[src/rtl/ica_fetch_responder_if.sv]
// Fetch-side, backing-memory and snoop signals of the instruction fetch responder.
interface ica_fetch_responder_if;
    logic [21:0] address;
    logic        as;
    logic [15:0] dout;
    logic        bus_ack;
    logic        mem_req;
    logic [19:0] mem_addr;
    logic        mem_ready;
    logic        mem_valid;
    logic [31:0] mem_rdata;
    logic        snoop_we;
    logic [21:0] snoop_addr;

    modport slave (
        input  address, as, mem_ready, mem_valid, mem_rdata, snoop_we, snoop_addr,
        output dout, bus_ack, mem_req, mem_addr
    );

    modport master (
        output address, as, mem_ready, mem_valid, mem_rdata, snoop_we, snoop_addr,
        input  dout, bus_ack, mem_req, mem_addr
    );
endinterface

[src/rtl/ica_fetch_responder.sv]
// Halfword fetch responder with a single-longword read buffer kept coherent
// by snooping other masters' writes.
module ica_fetch_responder #(
    parameter int BUFFER_EN = 1
) (
    input  logic                  clk,
    input  logic                  reset,
    ica_fetch_responder_if.slave  bus
);

    typedef enum logic [1:0] {IDLE, MREQ, MWAIT, ACK} state_t;

    state_t      state, state_nxt;
    logic [20:0] txn_addr;   // latched address[21:1]
    logic        abort;      // fetcher gave up; finish the fill silently
    logic        stale;      // pending line was written during the fill
    logic        buf_valid;
    logic [19:0] buf_tag;
    logic [31:0] buf_data;
    logic [15:0] dout_q;

    logic start, hit, fill, busy, snoop_buf, snoop_txn;
    logic unused_bits;

    assign start     = (state == IDLE) && bus.as;
    assign busy      = (state == MREQ) || (state == MWAIT);
    assign fill      = (state == MWAIT) && bus.mem_valid;
    assign snoop_buf = bus.snoop_we && (bus.snoop_addr[21:2] == buf_tag);
    assign snoop_txn = bus.snoop_we && (bus.snoop_addr[21:2] == txn_addr[20:1]);
    // A write landing on the buffered line in the same cycle wins over the hit.
    assign hit       = (BUFFER_EN != 0) && buf_valid &&
                       (bus.address[21:2] == buf_tag) && !snoop_buf;
    assign unused_bits = ^{bus.address[0], bus.snoop_addr[1:0]};

    // State register.
    always_ff @(posedge clk or negedge reset) begin
        if (!reset) state <= IDLE;
        else        state <= state_nxt;
    end

    // Next-state decode.
    always_comb begin
        state_nxt = state;
        case (state)
            IDLE:    if (bus.as)        state_nxt = hit ? ACK : MREQ;
            MREQ:    if (bus.mem_ready) state_nxt = MWAIT;
            MWAIT:   if (bus.mem_valid) state_nxt = ACK;
            ACK:                        state_nxt = IDLE;
            default:                    state_nxt = IDLE;
        endcase
    end

    // Outputs decoded from registered state only.
    always_comb begin
        bus.bus_ack  = (state == ACK) && !abort;
        bus.mem_req  = (state == MREQ);
        bus.mem_addr = txn_addr[20:1];
        bus.dout     = dout_q;
    end

    // Transaction latch, read buffer and data out.
    always_ff @(posedge clk or negedge reset) begin
        if (!reset) begin
            txn_addr  <= '0;
            abort     <= 1'b0;
            stale     <= 1'b0;
            buf_valid <= 1'b0;
            buf_tag   <= '0;
            buf_data  <= '0;
            dout_q    <= '0;
        end else begin
            if (start) begin
                txn_addr <= bus.address[21:1];
                abort    <= 1'b0;
                stale    <= 1'b0;
                if (hit)
                    dout_q <= bus.address[1] ? buf_data[15:0] : buf_data[31:16];
            end
            if (busy && !bus.as) abort <= 1'b1;
            if (busy && snoop_txn) stale <= 1'b1;
            if (fill) begin
                buf_data  <= bus.mem_rdata;
                buf_tag   <= txn_addr[20:1];
                // A write to the line at any point during the fill leaves it unbuffered.
                buf_valid <= (BUFFER_EN != 0) && !stale && !snoop_txn;
                dout_q    <= txn_addr[0] ? bus.mem_rdata[15:0] : bus.mem_rdata[31:16];
            end else if (snoop_buf) begin
                buf_valid <= 1'b0;
            end
        end
    end

endmodule

[src/flat_wrapper.sv]
// flat-port wrapper written by rule: the top's interface ports become plain ports
module ica_fetch_responder_flat 
#(
    parameter int BUFFER_EN = 1
)
  (clk, reset, bus_address, bus_as, bus_mem_ready, bus_mem_valid, bus_mem_rdata, bus_snoop_we, bus_snoop_addr, bus_dout, bus_bus_ack, bus_mem_req, bus_mem_addr);
  ica_fetch_responder_if bus_i ();
  input  logic clk;
  input  logic reset;
  input wire logic [$bits(bus_i.address)-1:0] bus_address;
  input wire logic [$bits(bus_i.as)-1:0] bus_as;
  input wire logic [$bits(bus_i.mem_ready)-1:0] bus_mem_ready;
  input wire logic [$bits(bus_i.mem_valid)-1:0] bus_mem_valid;
  input wire logic [$bits(bus_i.mem_rdata)-1:0] bus_mem_rdata;
  input wire logic [$bits(bus_i.snoop_we)-1:0] bus_snoop_we;
  input wire logic [$bits(bus_i.snoop_addr)-1:0] bus_snoop_addr;
  output wire logic [$bits(bus_i.dout)-1:0] bus_dout;
  output wire logic [$bits(bus_i.bus_ack)-1:0] bus_bus_ack;
  output wire logic [$bits(bus_i.mem_req)-1:0] bus_mem_req;
  output wire logic [$bits(bus_i.mem_addr)-1:0] bus_mem_addr;
  assign bus_i.address = bus_address;
  assign bus_i.as = bus_as;
  assign bus_i.mem_ready = bus_mem_ready;
  assign bus_i.mem_valid = bus_mem_valid;
  assign bus_i.mem_rdata = bus_mem_rdata;
  assign bus_i.snoop_we = bus_snoop_we;
  assign bus_i.snoop_addr = bus_snoop_addr;
  assign bus_dout = bus_i.dout;
  assign bus_bus_ack = bus_i.bus_ack;
  assign bus_mem_req = bus_i.mem_req;
  assign bus_mem_addr = bus_i.mem_addr;
  ica_fetch_responder #(.BUFFER_EN(BUFFER_EN)) u_core (.clk(clk), .reset(reset), .bus(bus_i));
endmodule
[config.mk]
export PLATFORM = sky130hd
export DESIGN_NAME = ica_fetch_responder_flat
export DESIGN_NICKNAME = d
export VERILOG_FILES = /design/src/rtl/ica_fetch_responder_if.sv /design/src/rtl/ica_fetch_responder.sv /design/src/flat_wrapper.sv
export SDC_FILE = /design/constraint.sdc
export NUM_CORES = 1
export LEC_CHECK = 0
export BUFFER_PORTS_ARGS = -buffer_cell sky130_fd_sc_hd__buf_2
export CAP_MARGIN = 20
export CORE_MARGIN = 2
export CORE_UTILIZATION = 58
export DETAILED_ROUTE_END_ITERATION = 8
export PLACE_DENSITY = 0.9
export SLEW_MARGIN = 40
export SYNTH_ARGS = -nofsm -noshare
export SYNTH_HDL_FRONTEND = slang
export SYNTH_SLANG_ARGS = --single-unit
[constraint.sdc]
create_clock -name clk -period 4.08 [get_ports clk]
set_input_delay 0.612 -clock clk [delete_from_list [all_inputs] [get_ports clk]]
set_output_delay 0.612 -clock clk [all_outputs]
set_load 0.05 [all_outputs]
Word-level counts from Yosys, hierarchy flattened
Cells that the tools add are included.
W data, S select, Z words.
Cells by class
  muxes and demuxes: 15
  reductions and logical operators: 24
  equality and inequality tests: 9
Operator list (count)
  $mux W16: 5
  $eq A20 B20 Y1: 3
  $logic_and A1 B1 Y1: 10
  $reduce_bool A2 Y1: 5
  $mux W2: 4
  $pmux W2 S4: 1
  $ne A2 B2 Y1 const B: 3
  $logic_not A1 Y1: 5
  $mux W1: 5
  $eq A2 B2 Y1 const B: 2
  $reduce_and A3 Y1: 1
  $eq A2 B1 Y1 const B: 1
  $logic_not A2 Y1: 1
  $reduce_and A2 Y1: 1
  $logic_or A1 B1 Y1: 1
Storage, ports and cells
  bits of input ports: 82
  flip-flop bits (word level): 94
  logic and storage cells: 56
  output and inout bits: 38

Depth between registers and ports, before layout
  depth after elaboration: 7
  gate-level depth with buffers: 8

Worst setup path before layout
No wires, ideal clock.
  path kind: input port to flip-flop
  from: in bus_snoop_addr[12]
  to: reg u_core.dout_q[10], in the netlist u_core.bus.dout[10]
  buffers on the path: 2
  slack: 1920 ps
  data arrival time: 2071 ps
  cell stages on the path: 7
  cell sequence: xnor2_1 nand4_1 or4_1 buf_6 o211a_4 buf_8 o221ai_2
Between the ends
  cells in the longest elaborated chain, start to end: 6
RTL lines
  start: declaration: RTL line flat_wrapper.sv:16  | input wire logic [$bits(bus_i.snoop_addr)-1:0] bus_snoop_addr;
  $eq A20 B20 Y1: RTL line ica_fetch_responder.sv:28  | assign snoop_buf = bus.snoop_we && (bus.snoop_addr[21:2] == buf_tag);
  $logic_and A1 B1 Y1: RTL line ica_fetch_responder.sv:28
  $logic_not A1 Y1: RTL line ica_fetch_responder.sv:32  | (bus.address[21:2] == buf_tag) && !snoop_buf;
  $logic_and A1 B1 Y1: RTL line ica_fetch_responder.sv:32
  $reduce_bool A2 Y1 (no line)
  $reduce_and A2 Y1 (no line)
  end signal: assignment: RTL line ica_fetch_responder.sv:77  | dout_q <= bus.address[1] ? buf_data[15:0] : buf_data[31:16];
  end signal: assignment: RTL line ica_fetch_responder.sv:86  | dout_q <= txn_addr[0] ? bus.mem_rdata[15:0] : bus.mem_rdata[31:16];
  end: declaration: RTL line ica_fetch_responder.sv:20  | logic [15:0] dout_q;
No other way between the ends.
A chain may end at the register's enable or synchronous reset.

Worst setup path in the final report
  from: reg u_core.buf_tag[3]
  to: reg u_core.dout_q[4], in the netlist u_core.bus.dout[4]
Between the ends
  cells in the longest elaborated chain, start to end: 6
  elaborated cells on any way between the ends: 8
RTL lines
  start: declaration: RTL line ica_fetch_responder.sv:18  | logic [19:0] buf_tag;
  start signal: assignment: RTL line ica_fetch_responder.sv:83  | buf_tag <= txn_addr[20:1];
  $eq A20 B20 Y1: RTL line ica_fetch_responder.sv:28
  $logic_and A1 B1 Y1: RTL line ica_fetch_responder.sv:28
  $logic_not A1 Y1: RTL line ica_fetch_responder.sv:32
  $logic_and A1 B1 Y1 *: RTL line ica_fetch_responder.sv:32
  $reduce_bool A2 Y1 (no line) *
  $reduce_and A2 Y1 (no line) *
Every way passes the cells marked *; elsewhere a longest branch is shown, timed or not.

==> flow_summary.toml <==
[synthesis]
yosysTopAreaCellShare_pct = 46.1
syn_nets = 613
ys_async_sr_fraction_pct = 100
synth-edff-count = 0
synthTopCellsByCount = "nand2_1 (177), dfrtp_1 (94), xnor2_1 (44)"
synth.distinct_cells = 35
synth_warnings = 0
synth_area_mm2 = 0.00510
postSynthCellCount = 527
yosysTopAreaCell = "dfrtp_1"
synth-seq-cells = 94
synth.area.top_cells = "dfrtp_1 (46%), nand2_1 (13%), xnor2_1 (7.6%)"
synth.avg_cell_area_um2 = 9.68
yosysMostFrequentCell = "nand2_1"
synth_top_flop_cell = "dfrtp_1"
yosysSeqAreaShare_pct = 46.1

[global_routing]
use_met1_pct = 34.0
gr-usage-all-layers_pct = 25.4
grt_pass1_wl_um = 19500
grt-ovfl-total = 0
grt.met3_usage_pct = 5.30
antenna_found_initial = 0
met2_usage_pct = 41.2
busiest_layer = "met2"
grt_max_degree = 66
grt_pass1_vias = 4157

[cts]
clk_pin_slew_ns = 0.09
ctsHoldBuffers = 0
clockBufferDepth = 2
cts_root_buf = "clkbuf_8"
cts_sinks = 94
cts_setup_buffers = 0
numCtsBuffers = 9
h-tree-depth = 3
cts_tree = "done"
clk_latency_ns = 0.36
cts-resized-gates = 0

[worst_setup_path]
crit_path_end_kind = "flop"
cpMaxStageDelayCell = "or4_1"
cp-start-kind = "flop"
path_depth = 5
cp_max_fo = 19
path_cells = "xnor2_1, nand4_1, or4_1, o211a_4, o221ai_1"
r2r_cells = 5
critPathKind = "flop to flop"
cpPeakStageDelay_ns = 0.92
r2r_setup_slack_ns = 1.57
path_delay_family = "simple AND/OR/NAND/NOR gates"
r2r_start = "u_core.buf_tag[3]$_DFFE_PN0P_"
critPathArrivalTime_ns = 2.76
r2r_end = "u_core.bus.dout[4]$_DFFE_PN0P_"
critPathRequiredTime_ns = 4.33
crit_buf_inv = 0

[floorplan]
floorplan.die_area_mm2 = 0.00957
fp.dieW_um = 97.8
start_util_pct = 59.1
design.core.area_mm2 = 0.00864
rows = 34
pin_count = 120
fp.dieH_um = 97.8

[timing]
period_share_pct = 61.5
final-hold-violation-count = 0
report.final.slew_viol_count = 0
setup_tns_ns = 0
worstMarginPinSlew_ns = 0.816
rsz0062_at_grt = "false"
fmax_mhz = 398
clock_skew_ns = 0.0125
setup_viol = 0
slew_headroom_pct = 45.4
fin_crit_ns = 2.51
setup_slack_ns = 1.57

[pwr]
ir_drop_uv = 536
total_power_mw = 4.61
p_per_area_mw_per_mm2 = 796
leakage_nw = 2.86

[route]
wirelength_um = 11800
antenna_left = 0
vias = 4082
first_pass_iters = 4
wl_per_cell_um = 16.4
drc_errors = 0
drt-initial-drc-count = 258
avgViaCountPerCell = 5.65

[finish]
fin_nets = 696
n_antenna_cell = 0
area_growth_pct = 13.5
fillCellCount = 668
drive_gt1_share_pct = 28.5
final_area_mm2 = 0.00579

[placed_design]
dpl.hpwl_um = 8290
routabilityCongestion = 0.860
port_buffers = 116
place_area_mm2 = 0.00559
post-place-ws_ns = 1.31

[min_path]
hold_class = "input pin to asynchronous set/reset pin"

[status]
status = "finished, final reports clean"

[flow_run]
cap_violations = 0
==> flip-flops by register name, indices dropped and copies added, names as in the netlist <==
name,flops
u_core.buf_valid,1
u_core.bus.dout,16
u_core.abort,1
u_core.buf_data,32
u_core.txn_addr,21
u_core.state,2
u_core.stale,1
u_core.buf_tag,20
==> cell families (layout without fill, tap and decap cells) <==
group,Yosys count,in the layout,synth area share [%]
xor+xnor,60,60,10.3
flops,94,94,46.1
simple gates,221,221,17.6
mux,53,53,10.9
buf+inv,54,142,5.83
compound gates,41,41,8.29
fa+ha+maj,4,4,0.981
==> layout by cell type (no fill, tap or decap), drive strengths merged, types with 2 or more instances in the layout <==
cell type  count
xor2          16
clkbuf         9
o2111ai       16
mux2i         32
nor2          18
o211ai         2
buf          121
nand4         10
xnor2         44
nand3          3
nor4           5
nor3           3
nor2b          2
clkinvlp       3
ha             4
dfrtp         94
clkinv         3
o221ai        16
inv            5
nand2        177
mux2          21
==> cell type report <==
type | instances | area [um^2] | share of cell area (%)
inverter | 5 | 18.8 | 0.324
clock buffer | 9 | 124 | 2.14
multi-input combinational | 379 | 2460 | 42.5
tap | 108 | 135 | 2.33
timing repair buffer | 121 | 624 | 10.8
sequential | 94 | 2350 | 40.6
clock inverter | 7 | 75.1 | 1.30
==> worst max-delay path by stage <==
stage	startpoint	slack (ns)	endpoint
2_1_floorplan	bus_snoop_addr[12]	1.92	u_core.bus.dout[10]$_DFFE_PN0P_
3_3_place_gp	bus_snoop_addr[5]	1.34	u_core.bus.dout[2]$_DFFE_PN0P_
3_5_place_dp	bus_snoop_addr[5]	1.31	u_core.bus.dout[4]$_DFFE_PN0P_
4_1_cts	u_core.buf_tag[3]$_DFFE_PN0P_	1.58	u_core.bus.dout[4]$_DFFE_PN0P_
5_1_grt	u_core.buf_tag[3]$_DFFE_PN0P_	1.41	u_core.bus.dout[1]$_DFFE_PN0P_
6_report	u_core.buf_tag[3]$_DFFE_PN0P_	1.57	u_core.bus.dout[4]$_DFFE_PN0P_
==> through the flow <==
stage,utilization [%],hold WS [ns],cells
after floorplan,-,0.316,527
after global placement,64.7,0.445,707
after detailed placement,64.7,0.448,707
after CTS,67.0,0.381,723
after global routing,67.1,0.267,723
final,67.1,0.221,723
==> report_power, final <==
group	switching (mW)	internal [mW]	total (mW)	leakage, nW
registers	0.403	1.37	1.78	1.16
clock network	0.337	0.284	0.621	0.0914
logic	1.42	0.790	2.21	1.61
==> layer usage <==
layer  share of wire (%)  up-vias
li1                    -     1922
met1                  43     2018
met2                  50      122
met3                 5.4       20
met4                 2.1        0
met5                   0        -
Note: power is estimated with default switching activity, not from simulation.
